--- src/rtl/seq_pkg.sv ---
// seq_pkg: shared constants, mode encoding and width helper for the sequence detector.
package seq_pkg;
  typedef enum logic {NON_OVERLAP = 1'b0, OVERLAP = 1'b1} mode_e;
  localparam logic [7:0] DEF_PATTERN_C = 8'b0000_1010;
  localparam int DEF_LEN_C = 4;
  function automatic int len_w(input int max_len);
    return $clog2(max_len + 1);
  endfunction
endpackage

--- src/rtl/sat_counter.sv ---
// sat_counter: saturating up-counter with synchronous clear; a coincident increment wins over clear.
module sat_counter #(
  parameter int W = 16
) (
  input  logic         clk,
  input  logic         rst,
  input  logic         inc,
  input  logic         clr,
  output logic [W-1:0] q
);
  logic [W-1:0] q_q, q_d;
  always_comb q_d = clr ? (inc ? W'(1) : '0) : (inc && ~&q_q) ? q_q + W'(1) : q_q;
  always_ff @(posedge clk or posedge rst)
    if (rst) q_q <= '0;
    else     q_q <= q_d;
  assign q = q_q;
endmodule

--- src/rtl/seq_detect_param.sv ---
// seq_detect_param: runtime-configurable serial pattern detector with overlap mode and match counter.
module seq_detect_param
  import seq_pkg::*;
#(
  parameter int                 MAX_LEN     = 8,
  parameter int                 CNT_W       = 16,
  parameter logic [MAX_LEN-1:0] DEF_PATTERN = MAX_LEN'(DEF_PATTERN_C),
  parameter int                 DEF_LEN     = DEF_LEN_C,
  parameter bit                 DEF_OVERLAP = 1'b1
) (
  input  logic                        clk,
  input  logic                        rst,
  input  logic                        din_valid,
  input  logic                        din,
  input  logic                        cfg_we,
  input  logic [MAX_LEN-1:0]          cfg_pattern,
  input  logic [len_w(MAX_LEN)-1:0]   cfg_len,
  input  logic                        cfg_overlap,
  input  logic                        cnt_clr,
  output logic                        dout,
  output logic [CNT_W-1:0]            match_cnt,
  output logic                        cfg_err
);
  localparam int LW = len_w(MAX_LEN);
  logic [MAX_LEN-1:0] hist_q, hist_d, pat_q, pat_d, hist_sh, mask;
  logic [LW-1:0]      fill_q, fill_d, len_q, len_d, fill_inc;
  mode_e              ovl_q, ovl_d;
  logic               err_q, err_d, dout_q, hit;
  always_comb begin
    hist_sh  = {hist_q[MAX_LEN-2:0], din};
    fill_inc = (fill_q == LW'(MAX_LEN)) ? fill_q : fill_q + LW'(1);
    mask     = ~({MAX_LEN{1'b1}} << len_q);
    hit      = din_valid && !cfg_we && !err_q && (fill_inc >= len_q) && (((hist_sh ^ pat_q) & mask) == '0);
    hist_d   = cfg_we ? '0 : din_valid ? hist_sh : hist_q;
    fill_d   = cfg_we ? '0 : !din_valid ? fill_q : (hit && ovl_q == NON_OVERLAP) ? '0 : fill_inc;
    pat_d    = cfg_we ? cfg_pattern : pat_q;
    len_d    = cfg_we ? cfg_len : len_q;
    ovl_d    = cfg_we ? mode_e'(cfg_overlap) : ovl_q;
    err_d    = cfg_we ? (cfg_len < LW'(2) || cfg_len > LW'(MAX_LEN)) : err_q;
  end
  always_ff @(posedge clk or posedge rst)
    if (rst) begin
      hist_q <= '0;
      fill_q <= '0;
      pat_q  <= DEF_PATTERN;
      len_q  <= LW'(DEF_LEN);
      ovl_q  <= mode_e'(DEF_OVERLAP);
      err_q  <= 1'b0;
      dout_q <= 1'b0;
    end else begin
      hist_q <= hist_d;
      fill_q <= fill_d;
      pat_q  <= pat_d;
      len_q  <= len_d;
      ovl_q  <= ovl_d;
      err_q  <= err_d;
      dout_q <= hit;
    end
  sat_counter #(.W(CNT_W)) u_cnt (
    .clk(clk),
    .rst(rst),
    .inc(hit),
    .clr(cnt_clr),
    .q  (match_cnt)
  );
  assign dout    = dout_q;
  assign cfg_err = err_q;
endmodule

--- config.mk ---
export PLATFORM = sky130hd
export DESIGN_NAME = seq_detect_param
export DESIGN_NICKNAME = d
export VERILOG_FILES = /design/src/rtl/seq_pkg.sv /design/src/rtl/sat_counter.sv /design/src/rtl/seq_detect_param.sv
export SDC_FILE = /design/constraint.sdc
export NUM_CORES = 1
export LEC_CHECK = 0
export CELL_PAD_IN_SITES_DETAIL_PLACEMENT = 0
export CELL_PAD_IN_SITES_GLOBAL_PLACEMENT = 1
export CORE_UTILIZATION = 37
export DETAILED_ROUTE_END_ITERATION = 10
export PLACE_DENSITY_LB_ADDON = 0.08
export SLEW_MARGIN = 10
export SYNTH_ARGS = -nofsm -noshare
export SYNTH_HDL_FRONTEND = slang
export SYNTH_SLANG_ARGS = --single-unit
export TNS_END_PERCENT = 5
--- constraint.sdc ---
create_clock -name clk -period 2.67 [get_ports clk]
set_clock_uncertainty 0.2 [all_clocks]
set_input_delay 0.534 -clock clk [delete_from_list [all_inputs] [get_ports clk]]
set_output_delay 0.534 -clock clk [all_outputs]
set_load 0.005 [all_outputs]
# --- Word level (Yosys, flattened, before mapping) ---
# Index checks and enable logic that the tools add are counted.
# W data, S select, Z words.
word_totals:
  ff_bits: 42
  in_bits: 19
classes:
  addsub: 2
  magnitude_cmp: 3
  eq_ne: 1
  shifts: 1
  n_mux: 9
  n_bitwise: 4
  reduce_logical: 14
op_table:
  columns: ["cell", "n"]
  rows:
  - ["$mux W16", 2]
  - ["$add A16 B1 Y16 const B", 1]
  - ["$mux W4", 4]
  - ["$reduce_and A16 Y1", 1]
  - ["$mux W7", 2]
  - ["$and A8 B8 Y8", 1]
  - ["$logic_not A8 Y1", 1]
  - ["$not A8 Y8", 1]
  - ["$shl A8 B4 Y8 const A", 1]
  - ["$xor A8 B8 Y8", 1]
  - ["$logic_and A1 B1 Y1", 6]
  - ["$add A4 B1 Y4 const B", 1]
  - ["$eq A4 B4 Y1 const B", 1]
  - ["$ge A4 B4 Y1", 1]
  - ["$gt A4 B4 Y1 const B", 1]
  - ["$lt A4 B2 Y1 const B", 1]
  - ["$reduce_bool A2 Y1", 2]
  - ["$logic_not A1 Y1", 3]
  - ["$logic_or A1 B1 Y1", 1]
  - ["$mux W1", 1]
  - ["$not A1 Y1", 1]

# --- Longest topological paths before layout ---
logic_depth:
  ltp_word: 9
  mapped_depth: 14
  mapped_depth_nobuf: 12

# --- By module ---
# Synthesis repeated with hierarchy kept, for this count alone.
unflattened:
  cells_unflattened: 229
  hier_area_um2: 2378.5
by_module_without_submodules:
  columns: ["module", "n_inst", "cells_each", "area_per_inst_um2"]
  rows:
  - ["seq_detect_param", 1, 127, 1382.6]
  - ["sat_counter", 1, 102, 996.0]

# --- Least setup slack after synthesis ---
# No wires, ideal clock.
synth_timing:
  path_kind: "register to register"
  startpoint: "reg fill_q[0]"
  endpoint: "reg u_cnt.q_q[15] (netlist: u_cnt.q[15])"
  setup_time_ns: 0.128
  arrival_ns: 2.224
  required_time_ns: 2.342
  path_slack_ns: 0.119
  stages_incl_launch_ff: 14
  period_less_slack_ns: 2.551
  path_cell_list: "dfrtp_1 -> inv_1 -> ha_1 -> nand2_1 -> nand2_1 -> mux2i_1 -> ha_1 -> o21a_1 -> o22ai_1 -> nor2_2 -> nand3_2 -> buf_6 -> nor4_2 -> mux2_1"
synth_between:
  elab_chain_len: 7
synth_lines:
  columns: ["element", "line", "source"]
  rows:
  - ["start, declared", "seq_detect_param.sv:26", "logic [LW-1:0] fill_q, fill_d, len_q, len_d, fill_inc;"]
  - ["start signal, assigned", "seq_detect_param.sv:52", "fill_q <= fill_d;"]
  - ["$add A4 B1 Y4 / $eq A4 B4 Y1 (equally long branches)", "seq_detect_param.sv:31", "fill_inc = (fill_q == LW'(MAX_LEN)) ? fill_q : fill_q + LW'(1);"]
  - ["$mux W4 (*)", "seq_detect_param.sv:31", null]
  - ["$ge A4 B4 Y1 (*)", "seq_detect_param.sv:33", "hit = din_valid && !cfg_we && !err_q && (fill_inc >= len_q) && (((hist_sh ^ pat_q) & mask) == '0);"]
  - ["$logic_and A1 B1 Y1 (*) (2 in series)", "seq_detect_param.sv:33", null]
  - ["$logic_and A1 B1 Y1 (*)", "sat_counter.sv:12", "always_comb q_d = clr ? (inc ? W'(1) : '0) : (inc && ~&q_q) ? q_q + W'(1) : q_q;"]
  - ["$reduce_bool A2 Y1 (no line) (*)", null, null]
  - ["end signal, assigned", "sat_counter.sv:15", "else q_q <= q_d;"]
  - ["end, declared", "sat_counter.sv:11", "logic [W-1:0] q_q, q_d;"]
# Mark *: on every way between the ends. The rest lies on a longest branch, timed or not.
# A chain may end at the register's enable or synchronous reset.

# --- Worst setup path in the final report ---
# Same ends and word-level chain as after synthesis.

==> metrics <==
largest net degree at the start of global routing=43; ratio of cells with drive above 1 in the final layout=30.8%; async set-or-reset flop fraction in the synthesized netlist=100%; Net Switching=roughly 0.35 mW; synthesis-to-finish area growth=41.7%; antenna violations before repair=0; number of nets still failing antenna checks after routing=0; crit path kind=reg -> reg; die footprint=0.00638 sq mm; category of the worst setup path capture point=flip-flop; initial DRC count=83; classification of the worst-slack hold path=reg -> reg; critical path peak fanout=5; total nets after synthesis=~240; Detailed Routing Iterations Pass 1=4; filler-free cell count of the finished design=between 300 and 400; register bit count reported by yosys=42; Hold Fails Final Rpt=0; clock tree from TritonCTS=done; sum of internal, switching and leakage power=approximately 1.4 mW; final critical-path share of the clock period=102%; number of buffers between clock root and the deepest sink=2; Static Leak=roughly 1.3 nW; Tot GR Track Use=around 16%; Pwr per Cell Area=between 400 and 500 mW/mm^2; I/O pin cnt=37; routed via count divided by cell count=5.36; setup slack of the worst register-to-register path=-0.05 ns; Inserted Clock Buffers=5; EDFF count, synth=0; Overflow after GRT=0; HPWL after detailed placement=around 3500 um; number of H-tree branching levels=2; total count of max-transition violations in the final report=0; Core Rows=27; die span in x=between 70 and 80 um; GPL Wtd Cong=between 0.7 and 0.8; WL final=approximately 5100 um; Clock Root Buffer=sky130_fd_sc_hd__clkbuf_8; power share of the clock group=a little over a third; Final Net Count=just under 300; worst-case setup slack after placement=-0.0736 ns; first-pass GRT wire length=around 8000 um; hold-fix buffers at CTS=0; setup repair after global routing missed its margin=true; Tightest Pin Transition=between 0.5 and 0.6 ns; min cycle time layout=2.72 ns; worst vdd ir=around 0.34 mV; relative contribution of sequential cells to total power=49.0%; outcome=complete, but fails checks; via total after detailed routing=roughly 1800; Yosys warnings=0; top_reg_cell synth=sky130_fd_sc_hd__dfrtp_1; crit path launch type=flip-flop; synthesized instance count=218; share of power burned in combinational logic=between 10% and 20%; final worst slack=-0.0534 ns; internal power consumption=1.05 mW; Syn Std Cell Area=approximately 0.0022 sq mm; max-slew headroom at the worst pin=around 63%; Worst-Skew Late Latency=approximately 0.29 ns; share of the yosys chip area belonging to registers=between 40 and 50%; die boundary height=about 80 um; Post-Place Cells=roughly 330; Post-Place Cell Area=between 0.002 and 0.003 sq mm; DR WL/cell=14.7 um; number of setup violations in the final report=8; total of max-cap violations=0; number of antenna repair diodes=0; drc violations=0; number of clock sinks=42; switching power share of the total=roughly 25%; violated checks=setup timing; clock-pin slew on the worst setup and hold paths=0.09 ns; data arrival time of the critical path=~2.7 ns; data required time of the critical path=~2.7 ns; maximum achievable frequency=roughly 0.37 GHz; Syn Area/Cell=between 10 and 15 sq um; via count of the first global-routing pass=about 1700; starting utilization of the core area=39.5%; Util after Layout=56.0%; core outline area=around 0.0057 sq mm; count of buffers from port buffering=36; fin area=~0.0032 sq mm; library cells used by synthesis=43
-- power by group through the flow --
| stage | Sequential, mW | Combinational (mW) | Clock (mW) |
|---|---|---|---|
| final | 0.689 | 0.203 | 0.514 |
| after global routing | 0.693 | 0.226 | 0.562 |
| after CTS | 0.689 | 0.182 | 0.531 |
| after detailed placement | 0.702 | 0.180 | 0 |
| after global placement | 0.700 | 0.180 | 0 |
| after floorplan | 0.694 | 0.112 | 0 |
-- through the flow --
step / hold WS (ns) / TNS [ns]
floorplan: 0.298 / 0
global placement: 0.319 / 0
detailed placement: 0.325 / -0.239
CTS: 0.346 / -0.378
global route: 0.357 / -1.91
finish: 0.340 / -0.209
-- synth_stat cells, types with 2 or more instances --
master | instances | share of area, %
sky130_fd_sc_hd__dfrtp_1 | 38 | 42
sky130_fd_sc_hd__nor2_1 | 14 | 2.3
sky130_fd_sc_hd__a21oi_1 | 13 | 2.9
sky130_fd_sc_hd__inv_1 | 12 | 2.0
sky130_fd_sc_hd__nand2_1 | 11 | 1.8
sky130_fd_sc_hd__mux2_2 | 10 | 5.0
sky130_fd_sc_hd__mux2i_1 | 9 | 4.0
sky130_fd_sc_hd__o21ai_0 | 8 | 1.8
sky130_fd_sc_hd__o31ai_1 | 8 | 2.7
sky130_fd_sc_hd__or4_1 | 8 | 2.7
sky130_fd_sc_hd__ha_1 | 7 | 3.9
sky130_fd_sc_hd__clkbuf_1 | 6 | 1.0
sky130_fd_sc_hd__nand3_1 | 6 | 1.3
sky130_fd_sc_hd__xnor2_1 | 6 | 2.3
sky130_fd_sc_hd__nand4_1 | 5 | 1.4
sky130_fd_sc_hd__xor2_1 | 5 | 2.0
sky130_fd_sc_hd__dfstp_2 | 4 | 4.7
sky130_fd_sc_hd__o21ai_1 | 4 | 0.89
sky130_fd_sc_hd__a32o_1 | 3 | 1.3
sky130_fd_sc_hd__and4_1 | 3 | 1.2
sky130_fd_sc_hd__buf_2 | 3 | 0.67
sky130_fd_sc_hd__nor2b_1 | 3 | 0.84
sky130_fd_sc_hd__nor3_1 | 3 | 0.67
sky130_fd_sc_hd__or3_1 | 3 | 0.84
sky130_fd_sc_hd__and3_1 | 2 | 0.56
sky130_fd_sc_hd__buf_6 | 2 | 1.0
sky130_fd_sc_hd__mux2_1 | 2 | 1.0
sky130_fd_sc_hd__nand3b_1 | 2 | 0.67
sky130_fd_sc_hd__o211ai_1 | 2 | 0.67
sky130_fd_sc_hd__o21a_1 | 2 | 0.67
sky130_fd_sc_hd__o22ai_1 | 2 | 0.56
-- logic make-up (layout without fill, tap and decap cells) --
group / Yosys count / in the layout / share of synthesized area [%]
xor gates and xnor gates: 11 / 11 / 4.30
DFF: 42 / 42 / 47.1
adders and majority gates: 7 / 7 / 3.91
buffers and inverters: 24 / 79 / 4.85
AOI/OAI and AO/OA: 46 / 46 / 13.1
muxes: 21 / 21 / 10.0
and+or+nand+nor: 67 / 67 / 16.7
-- area by class of cell --
cell class	instances	area, sq um
fill	511	2500
timing repair buffer	59	592
inverter	12	45.0
tap	72	90.1
multi-input combinational	152	1280
sequential	42	1060
clock buffer	5	68.8
clock inverter	3	43.8
-- layer usage --
layer,global-route usage (%),wire [um],vias to the layer above
met2,27.7,2590,37
met3,3.54,167,9
met5,0,0,-
li1,-,-,896
met4,4.29,74,0
met1,20.5,2260,906
-- layout by cell type (no fill, tap or decap), types with 3 or more instances in the layout --
master / synthesis / final
sky130_fd_sc_hd__or4_1: 8 / 4
sky130_fd_sc_hd__ha_1: 7 / 4
sky130_fd_sc_hd__mux2i_1: 9 / 8
sky130_fd_sc_hd__o31ai_1: 8 / 6
sky130_fd_sc_hd__a21oi_1: 13 / 3
sky130_fd_sc_hd__or4_4: 0 / 4
sky130_fd_sc_hd__mux2_2: 10 / 10
sky130_fd_sc_hd__nand4_1: 5 / 5
sky130_fd_sc_hd__nand3_1: 6 / 5
sky130_fd_sc_hd__a21oi_2: 1 / 11
sky130_fd_sc_hd__dfrtp_1: 38 / 38
sky130_fd_sc_hd__o21ai_1: 4 / 3
sky130_fd_sc_hd__nand2_1: 11 / 9
sky130_fd_sc_hd__buf_6: 2 / 3
sky130_fd_sc_hd__clkdlybuf4s50_1: 0 / 36
sky130_fd_sc_hd__a32o_1: 3 / 3
sky130_fd_sc_hd__dfstp_2: 4 / 4
sky130_fd_sc_hd__and4_1: 3 / 3
sky130_fd_sc_hd__xnor2_1: 6 / 4
sky130_fd_sc_hd__inv_1: 12 / 10
sky130_fd_sc_hd__xor2_1: 5 / 5
sky130_fd_sc_hd__buf_4: 0 / 17
sky130_fd_sc_hd__o21ai_0: 8 / 7
sky130_fd_sc_hd__clkbuf_8: 0 / 5
sky130_fd_sc_hd__nor3_1: 3 / 3
sky130_fd_sc_hd__nor2_1: 14 / 13
sky130_fd_sc_hd__nor2b_1: 3 / 3
-- repair_timing --
| item | in CTS | in global routing |
|---|---|---|
| buffers inserted | 1 | 4 |
| pin swaps | 3 | 36 |
| gates cloned | 0 | 2 |
| resized for setup | 3 | 45 |
| endpoints found under the setup margin | 8 | 21 |
-- worst paths after layout --
check | start | to | cells past startpoint
worst max-delay path | fill_q[0] | u_cnt.q[15] | 13
worst min-delay path | pat_q[0] | pat_q[0] | 1
worst max register to register | fill_q[0] | u_cnt.q[15] | 13
worst min register to register | pat_q[0] | pat_q[0] | 1
max in group asynchronous | rst | ovl_q | 3
min in group asynchronous | rst | pat_q[2] | 3
-- critical path: stages (launching register included) --
cell                        delay, ns
sky130_fd_sc_hd__dfrtp_1         0.43
sky130_fd_sc_hd__inv_2           0.09
sky130_fd_sc_hd__ha_4            0.13
sky130_fd_sc_hd__nand2_4         0.07
sky130_fd_sc_hd__nand2_4         0.08
sky130_fd_sc_hd__mux2i_4         0.07
sky130_fd_sc_hd__ha_4            0.27
sky130_fd_sc_hd__o21a_1          0.13
sky130_fd_sc_hd__o22ai_2         0.09
sky130_fd_sc_hd__nor2_2          0.18
sky130_fd_sc_hd__nand3_4         0.14
sky130_fd_sc_hd__clkbuf_16       0.18
sky130_fd_sc_hd__nor4_4          0.23
sky130_fd_sc_hd__mux2_4          0.32
-- state kept, by name (all words and copies together) (netlist names) --
name	flops
cfg_err	1
hist_q	7
fill_q	4
len_q	4
pat_q	8
dout	1
u_cnt.q	16
ovl_q	1
No activity file was read; power rests on OpenSTA's default activity.
